File: config.mk
export PLATFORM = sky130hd
export DESIGN_NAME = clarvi_split_sequencer_flat
export DESIGN_NICKNAME = d
export VERILOG_FILES = /design/src/rtl/clarvi_split_sequencer_pkg.sv /design/src/rtl/clarvi_split_sequencer_if.sv /design/src/rtl/clarvi_split_sequencer.sv /design/src/flat_wrapper.sv
export SDC_FILE = /design/constraint.sdc
export NUM_CORES = 1
export LEC_CHECK = 0
export ABC_AREA = 1
export CORE_AREA = 3 3 205 207
export DETAILED_ROUTE_END_ITERATION = 16
export DIE_AREA = 0 0 208 210
export PLACE_DENSITY = 0.72
export SLEW_MARGIN = 40
export SYNTH_ARGS = -nofsm -noshare
export SYNTH_HDL_FRONTEND = slang
export SYNTH_SLANG_ARGS = --single-unit
File: constraint.sdc
create_clock -name clock -period 2.15 [get_ports clock]
set_clock_uncertainty 0.1 [all_clocks]
set_input_delay 0.43 -clock clock [delete_from_list [all_inputs] [get_ports clock]]
set_output_delay 0.43 -clock clock [all_outputs]
set_load 0.005 [all_outputs]
File: src/rtl/clarvi_split_sequencer_pkg.sv
// Shared types for the split-instruction issue path: ALU op codes, sequencer
// states and the beat-order rule that the ALU side must agree with.
package clarvi_split_sequencer_pkg;

    typedef enum logic [3:0] {
        OP_ADD,
        OP_SUB,
        OP_SLT,
        OP_SLTU,
        OP_XOR,
        OP_OR,
        OP_AND,
        OP_SL,
        OP_SRL,
        OP_SRA,
        OP_LUI,
        OP_AUIPC,
        OP_JAL,
        OP_JALR
    } op_t;

    typedef enum logic [1:0] {
        SEQ_IDLE,
        SEQ_FIRST,
        SEQ_SECOND,
        SEQ_DONE
    } seq_state_t;

    // Compares and right shifts need the upper half resolved before the lower
    // half can be produced; W-forms always go low half first.
    function automatic logic part_high_first(input op_t op, input logic is32);
        logic hf;
        hf = 1'b0;
        if (!is32) begin
            case (op)
                OP_SLT, OP_SLTU, OP_SRL, OP_SRA: hf = 1'b1;
                default:                         hf = 1'b0;
            endcase
        end
        return hf;
    endfunction

endpackage

File: src/rtl/clarvi_split_sequencer_if.sv
// Operand-in, ALU-beat and result-out bundle of the split sequencer.
interface clarvi_split_sequencer_if;
    import clarvi_split_sequencer_pkg::*;

    logic        in_valid;
    logic        in_ready;
    op_t         in_op;
    logic        in_is32;
    logic        in_imm_used;
    logic [63:0] in_rs1;
    logic [63:0] in_rs2;
    logic [63:0] in_imm;
    logic [63:0] in_pc;

    logic        alu_instr_part;
    op_t         alu_op;
    logic        alu_is32;
    logic        alu_imm_used;
    logic [31:0] alu_rs1;
    logic [31:0] alu_rs2;
    logic [31:0] alu_imm;
    logic [63:0] alu_pc;
    logic        alu_stall;
    logic [31:0] alu_result;

    logic        out_valid;
    logic        out_ready;
    logic [63:0] out_result;

    modport slave (
        input  in_valid, in_op, in_is32, in_imm_used, in_rs1, in_rs2, in_imm, in_pc,
        output in_ready,
        output alu_instr_part, alu_op, alu_is32, alu_imm_used, alu_rs1, alu_rs2,
               alu_imm, alu_pc, alu_stall,
        input  alu_result,
        output out_valid, out_result,
        input  out_ready
    );

    modport master (
        output in_valid, in_op, in_is32, in_imm_used, in_rs1, in_rs2, in_imm, in_pc,
        input  in_ready,
        input  alu_instr_part, alu_op, alu_is32, alu_imm_used, alu_rs1, alu_rs2,
               alu_imm, alu_pc, alu_stall,
        output alu_result,
        input  out_valid, out_result,
        output out_ready
    );

endinterface

File: src/rtl/clarvi_split_sequencer.sv
// Drives one 64-bit ALU op through the 32-bit ALU as two half-width beats and
// assembles the two half results into a 64-bit writeback value.
module clarvi_split_sequencer
    import clarvi_split_sequencer_pkg::*;
#(
    parameter logic [63:0] RESET_RESULT = 64'h0
) (
    input  logic                     clock,
    input  logic                     reset,
    input  logic                     stall,
    clarvi_split_sequencer_if.slave  bus
);

    seq_state_t  state_reg, state_next;
    op_t         op_reg;
    logic        is32_reg;
    logic        imm_used_reg;
    logic        high_first_reg;
    logic [63:0] rs1_reg, rs2_reg, imm_reg, pc_reg;
    logic [31:0] lo_reg, lo_next;
    logic [31:0] hi_reg, hi_next;
    logic [63:0] result_reg, result_next;

    logic accept;
    logic part;

    assign accept = (state_reg == SEQ_IDLE) && bus.in_valid && !stall;

    always_comb begin
        part = 1'b0;
        case (state_reg)
            SEQ_FIRST:  part = high_first_reg;
            SEQ_SECOND: part = !high_first_reg;
            default:    part = 1'b0;
        endcase
    end

    always_comb begin
        state_next  = state_reg;
        lo_next     = lo_reg;
        hi_next     = hi_reg;
        result_next = result_reg;
        case (state_reg)
            SEQ_IDLE: begin
                if (accept) state_next = SEQ_FIRST;
            end
            SEQ_FIRST, SEQ_SECOND: begin
                if (!stall) begin
                    if (part) hi_next = bus.alu_result;
                    else      lo_next = bus.alu_result;
                    if (state_reg == SEQ_FIRST) begin
                        state_next = SEQ_SECOND;
                    end else begin
                        // Latch the assembled value so it cannot move while waiting on out_ready.
                        result_next = {hi_next, lo_next};
                        state_next  = SEQ_DONE;
                    end
                end
            end
            SEQ_DONE: begin
                if (bus.out_ready) state_next = SEQ_IDLE;
            end
            default: state_next = SEQ_IDLE;
        endcase
    end

    always_ff @(posedge clock) begin
        if (reset) begin
            state_reg      <= SEQ_IDLE;
            lo_reg         <= 32'h0;
            hi_reg         <= 32'h0;
            result_reg     <= RESET_RESULT;
            op_reg         <= OP_ADD;
            is32_reg       <= 1'b0;
            imm_used_reg   <= 1'b0;
            high_first_reg <= 1'b0;
            rs1_reg        <= 64'h0;
            rs2_reg        <= 64'h0;
            imm_reg        <= 64'h0;
            pc_reg         <= 64'h0;
        end else begin
            state_reg  <= state_next;
            lo_reg     <= lo_next;
            hi_reg     <= hi_next;
            result_reg <= result_next;
            if (accept) begin
                op_reg         <= bus.in_op;
                is32_reg       <= bus.in_is32;
                imm_used_reg   <= bus.in_imm_used;
                high_first_reg <= part_high_first(bus.in_op, bus.in_is32);
                rs1_reg        <= bus.in_rs1;
                rs2_reg        <= bus.in_rs2;
                imm_reg        <= bus.in_imm;
                pc_reg         <= bus.in_pc;
            end
        end
    end

    // The ALU keeps carry/compare state between beats, so it only advances on live beats.
    assign bus.alu_stall      = stall || !((state_reg == SEQ_FIRST) || (state_reg == SEQ_SECOND));
    assign bus.alu_instr_part = part;
    assign bus.alu_op         = op_reg;
    assign bus.alu_is32       = is32_reg;
    assign bus.alu_imm_used   = imm_used_reg;
    assign bus.alu_rs1        = part ? rs1_reg[63:32] : rs1_reg[31:0];
    assign bus.alu_rs2        = part ? rs2_reg[63:32] : rs2_reg[31:0];
    assign bus.alu_imm        = part ? imm_reg[63:32] : imm_reg[31:0];
    assign bus.alu_pc         = pc_reg;

    assign bus.in_ready   = (state_reg == SEQ_IDLE);
    assign bus.out_valid  = (state_reg == SEQ_DONE);
    assign bus.out_result = result_reg;

endmodule

File: src/flat_wrapper.sv
// flat-port wrapper written by rule: the top's interface ports become plain ports
module clarvi_split_sequencer_flat import clarvi_split_sequencer_pkg::*;
#(
    parameter logic [63:0] RESET_RESULT = 64'h0
)
  (clock, reset, stall, bus_in_valid, bus_in_op, bus_in_is32, bus_in_imm_used, bus_in_rs1, bus_in_rs2, bus_in_imm, bus_in_pc, bus_in_ready, bus_alu_instr_part, bus_alu_op, bus_alu_is32, bus_alu_imm_used, bus_alu_rs1, bus_alu_rs2, bus_alu_imm, bus_alu_pc, bus_alu_stall, bus_alu_result, bus_out_valid, bus_out_result, bus_out_ready);
  clarvi_split_sequencer_if bus_i ();
  input  logic clock;
  input  logic reset;
  input  logic stall;
  input wire logic [$bits(bus_i.in_valid)-1:0] bus_in_valid;
  input wire logic [$bits(bus_i.in_op)-1:0] bus_in_op;
  input wire logic [$bits(bus_i.in_is32)-1:0] bus_in_is32;
  input wire logic [$bits(bus_i.in_imm_used)-1:0] bus_in_imm_used;
  input wire logic [$bits(bus_i.in_rs1)-1:0] bus_in_rs1;
  input wire logic [$bits(bus_i.in_rs2)-1:0] bus_in_rs2;
  input wire logic [$bits(bus_i.in_imm)-1:0] bus_in_imm;
  input wire logic [$bits(bus_i.in_pc)-1:0] bus_in_pc;
  output wire logic [$bits(bus_i.in_ready)-1:0] bus_in_ready;
  output wire logic [$bits(bus_i.alu_instr_part)-1:0] bus_alu_instr_part;
  output wire logic [$bits(bus_i.alu_op)-1:0] bus_alu_op;
  output wire logic [$bits(bus_i.alu_is32)-1:0] bus_alu_is32;
  output wire logic [$bits(bus_i.alu_imm_used)-1:0] bus_alu_imm_used;
  output wire logic [$bits(bus_i.alu_rs1)-1:0] bus_alu_rs1;
  output wire logic [$bits(bus_i.alu_rs2)-1:0] bus_alu_rs2;
  output wire logic [$bits(bus_i.alu_imm)-1:0] bus_alu_imm;
  output wire logic [$bits(bus_i.alu_pc)-1:0] bus_alu_pc;
  output wire logic [$bits(bus_i.alu_stall)-1:0] bus_alu_stall;
  input wire logic [$bits(bus_i.alu_result)-1:0] bus_alu_result;
  output wire logic [$bits(bus_i.out_valid)-1:0] bus_out_valid;
  output wire logic [$bits(bus_i.out_result)-1:0] bus_out_result;
  input wire logic [$bits(bus_i.out_ready)-1:0] bus_out_ready;
  assign bus_i.in_valid = bus_in_valid;
  assign bus_i.in_op = bus_in_op;
  assign bus_i.in_is32 = bus_in_is32;
  assign bus_i.in_imm_used = bus_in_imm_used;
  assign bus_i.in_rs1 = bus_in_rs1;
  assign bus_i.in_rs2 = bus_in_rs2;
  assign bus_i.in_imm = bus_in_imm;
  assign bus_i.in_pc = bus_in_pc;
  assign bus_in_ready = bus_i.in_ready;
  assign bus_alu_instr_part = bus_i.alu_instr_part;
  assign bus_alu_op = bus_i.alu_op;
  assign bus_alu_is32 = bus_i.alu_is32;
  assign bus_alu_imm_used = bus_i.alu_imm_used;
  assign bus_alu_rs1 = bus_i.alu_rs1;
  assign bus_alu_rs2 = bus_i.alu_rs2;
  assign bus_alu_imm = bus_i.alu_imm;
  assign bus_alu_pc = bus_i.alu_pc;
  assign bus_alu_stall = bus_i.alu_stall;
  assign bus_i.alu_result = bus_alu_result;
  assign bus_out_valid = bus_i.out_valid;
  assign bus_out_result = bus_i.out_result;
  assign bus_i.out_ready = bus_out_ready;
  clarvi_split_sequencer #(.RESET_RESULT(RESET_RESULT)) u_core (.clock(clock), .reset(reset), .stall(stall), .bus(bus_i));
endmodule
* Word level (Yosys, flattened, before mapping)
Cells that the tools add are included.
Storage, ports and cells: register bits 393, bits of input ports 299, output and inout bits 234, bits in latches 0, RAM bits 0, ROM bits 0, memories 0
Operators by class: multiplexer cells 13, eq/ne operators 10, multipliers 0, add/subtract/negate cells 0, bitwise gates (word level) 2, order comparisons 0, shift-type cells 0, div/mod/pow operators 0, reductions and logical operators 13
Operator list (number):
- $mux 32 | 5
- $eq 4x2->1 const B | 2
- $eq 4x4->1 const B | 2
- $mux 2 | 3
- $pmux 2 s3 | 1
- $reduce_and 3->1 | 2
- $eq 2x2->1 const B | 2
- $ne 2x1->1 const B | 2
- $reduce_or 4->1 | 1
- $logic_not 1->1 | 3
- $mux 1 | 3
- $eq 2x1->1 const B | 1
- $logic_and 1x1->1 | 2
- $logic_not 2->1 | 1
- $logic_or 1x1->1 | 2
- $ne 2x2->1 const B | 1
- $not 1->1 | 2
- $pmux 1 s2 | 1
- $reduce_and 2->1 | 1
- $reduce_or 2->1 | 1

* Logic depth before layout (Yosys ltp)
word-level depth 5, mapped depth 11, depth with buffers taken out 9

* Worst setup path after synthesis
No wires, ideal clock.
path type register -> output, from reg u_core.state_reg[0], to out bus_alu_rs1[0], data required time 1.620 ns, cell stages (with the launch flop) 10, path slack 0.204 ns, arrival time 1.416 ns, cells stage by stage dfxtp_1 inv_1 ha_1 inv_1 nand2_1 nand2_1 buf_2 clkbuf_1 nand2_1 nand2_1
Between the ends: longest elaborated chain between the ends 3
Ends and longest elaborated chain:
- start: declaration | line clarvi_split_sequencer.sv:14 | seq_state_t state_reg, state_next;
- start signal: assignment | line clarvi_split_sequencer.sv:82 | state_reg <= state_next;
- $eq 2x2->1 / $eq 2x1->1 (equally long branches) | line clarvi_split_sequencer.sv:31 | case (state_reg)
- $pmux 1 s2 * | line clarvi_split_sequencer.sv:31
- $mux 32 * | line clarvi_split_sequencer.sv:105 | assign bus.alu_rs1 = part ? rs1_reg[63:32] : rs1_reg[31:0];
- end: declaration | line flat_wrapper.sv:24 | output wire logic [$bits(bus_i.alu_rs1)-1:0] bus_alu_rs1;
Every way passes the cells marked *; elsewhere a longest branch is shown, timed or not.

* Final worst setup path
from reg u_core.state_reg[1], to out bus_alu_rs2[8]
Between the ends: longest elaborated chain between the ends 3
Ends and longest elaborated chain:
- $eq 2x2->1 / $eq 2x1->1 (equally long branches) | line clarvi_split_sequencer.sv:31
- $pmux 1 s2 * | line clarvi_split_sequencer.sv:31
- $mux 32 * | line clarvi_split_sequencer.sv:106 | assign bus.alu_rs2 = part ? rs2_reg[63:32] : rs2_reg[31:0];
- end: declaration | line flat_wrapper.sv:25 | output wire logic [$bits(bus_i.alu_rs2)-1:0] bus_alu_rs2;
Marks and branches as above.

==> metrics.yaml <==
global_route:
  grt_pass1_vias: 16790
  grt_pass1_wl_mm: 91.14
  grt_max_degree: 131
  antenna_found_initial: 13
  track_usage_pct: 25.89
  gr-total-overflow: 0
synth:
  syn_area_um2: 16400
  synthCells: 2450
  synth_seq_cells: 393
  yosysWarnings: 0
  synth.distinct_cells: 16
  seq_area_frac_synth_pct: 47.97
  syn_avg_cell_area_um2: 6.694
  syn_nets: 2753
placement:
  place_inst: 3407
  hpwl_mm: 39.65
  gp_congestion: 0.9097
  io_buffer_count: 532
  postPlaceCellArea_um2: 22410
critical_path:
  crit_arrival_ns: 2.15
  path_class: "register to output port"
  cp-startpoint: "u_core.state_reg[1]"
  required_ns: 1.62
  timing.rr.start: "u_core.state_reg[1]"
  path_max_fanout: 5
  endpoint_kind: "output port"
  start_kind: "register"
routing:
  vias: 17900
  routedWlPerCell_um: 17.44
  drt_iter0_drc: 1330
  routed_via_density: 5.003
  drtAntennaViolNets: 0
  drt_pre_antenna_iters: 5
  drcViolationCount: 0
  wl_mm: 62.40
floorplan:
  std_cell_rows: 74
  ios: 533
  start_util_pct: 40.44
  dieArea_um2: 43680
  core_um2: 40550
  die_y_um: 210
  die_w_um: 208
final_layout:
  seqCellArea_um2: 7875
  stdcell_area_um2: 25610
  n_fill_cell: 3459
  fin_cells: 3578
  multi_input_area_um2: 7560
  synthToLayoutAreaGrowth_pct: 56.19
  drive_gt1_share_pct: 14.67
  fin_nets: 3303
min_path:
  hold_class: "input pin to register"
  min_from: "reset"
sta:
  final_hold_viol_count: 0
  setup_ws_ns: -0.5324
  period_minus_slack_ns: 2.682
  relSlewSlack_pct: 58.04
  fmax_mhz: 372.8
  fin_setup_tns_ns: -36.09
  fin_crit_sh_pct: 124.8
  max_slew.worst_pin.slew_ns: 0.6293
  rsz0062_at_grt: "yes"
  report.final.slew_viol_count: 0
  setup_viol: 98
clock_network:
  clock_sinks: 393
  cts_max_path_buffers: 3
  clk_pin_slew_worst_paths_ns: 0.06
  clk_latency_ns: 0.57
  cts-root-buf: "clkbuf_16"
  htreeDepth: 2
  tritoncts: "yes"
  cts-buffers-inserted: 44
pwr:
  total_power_uw: 30990
  p_leak_uw: 0.01146
  power_density_nw_per_um2: 1210
  peakVddDrop_v: 0.0006151
run_status:
  status: "complete, but fails checks"
  violations: "negative setup slack"
job:
  maxCapViolations: 0
-- logic make-up after synthesis --
family          count (synthesis)  share of synthesized area [%]
flops                         393                          47.97
fa+ha+maj                       4                         0.3052
compound gates                330                          10.09
simple gates                 1353                          32.01
buf+inv                       370                          9.628
-- Yosys cell counts --
library cell / count / area share (%)
inv_1: 204 / 4.7
buf_2: 80 / 2.4
buf_6: 12 / 0.82
nor2_1: 663 / 15
nand2_1: 558 / 13
a21boi_0: 1 / 0.046
nand3_2: 1 / 0.061
nand3_1: 130 / 4.0
ha_1: 4 / 0.31
dfxtp_1: 393 / 48
o21ai_0: 263 / 8.0
buf_1: 12 / 0.27
a21oi_1: 66 / 2.0
clkbuf_1: 59 / 1.4
nor3_1: 1 / 0.030
inv_2: 3 / 0.069
-- critical path, cell delays in order, from the launching register on --
cell and delay (ns):
dfxtp_4 0.36, inv_4 0.07, ha_4 0.14, inv_2 0.03, nand2_2 0.07, nand2_4 0.08, buf_12 0.15, buf_12 0.13
buf_16 0.12, buf_6 0.12, buf_8 0.13, nand2_4 0.05, nand2_2 0.04, buf_6 0.11
-- worst paths after layout --
check / end / slack, ns / cells after the start
min: u_core.bus.alu_pc[10] / 0.24 / 4
max reg2reg: u_core.bus.out_result[0] / 0.02 / 13
max: bus_alu_rs2[8] / -0.53 / 13
min reg2reg: u_core.rs1_reg[43] / 0.38 / 2
-- power by group --
part | switching [µW] | internal [µW] | leakage, µW
sequential | 1240 | 9170 | 0.00322
combinational | 6250 | 6410 | 0.00749
clock | 3090 | 4830 | 0.000748
-- stage by stage --
| stage | utilization (%) | setup WS (ns) | hold WS, ns |
|---|---|---|---|
| floorplan | - | 0.2036 | 0.3543 |
| CTS | 60.81 | -0.7166 | 0.2225 |
| global route | 63.16 | -0.6245 | 0.2523 |
| global placement | 55.27 | -0.1543 | 0.3624 |
| finish | 63.16 | -0.5324 | 0.2436 |
| detailed placement | 55.27 | -0.2046 | 0.3715 |
-- per-layer routing --
metal	GRT usage (%)	share of wire, %	vias to the layer above
li1	-	-	8655
met1	30.17	38	8260
met2	45.16	50	812
met3	5.685	7.8	172
met4	13.00	4.7	2
met5	0	0.018	-
-- layout by cell type (no fill, tap or decap), drive strengths merged --
master / n
nand3: 131
nor3: 1
dlygate4sd2: 6
clkinv: 4
a21oi: 66
diode: 12
dfxtp: 393
o21ai: 263
nand2: 558
clkdlybuf4s15: 5
ha: 4
bufbuf: 1
clkdlybuf4s50: 431
clkbuf: 86
nor2: 663
buf: 203
inv: 210
dlymetal6s2s: 3
a21boi: 1
bufinv: 5
-- timing repair --
action / in CTS / in global routing
buffers inserted: 34 / 35
hold buffers: 0 / 0
cloned: 14 / 10
pin swaps: 9 / 43
resized for setup: 414 / 241
setup endpoints to repair: 220 / 225
-- layout make-up --
cell class / count / share of cell area [%]
Sequential cell: 393 / 30.74
Multi-Input combinational cell: 1687 / 29.51
Timing Repair Buffer: 667 / 27.96
Clock buffer: 68 / 5.163
Inverter: 207 / 3.131
Tap cell: 532 / 2.599
Clock inverter: 12 / 0.7669
Antenna cell: 12 / 0.1172
Note: power is estimated with default switching activity, not from simulation.
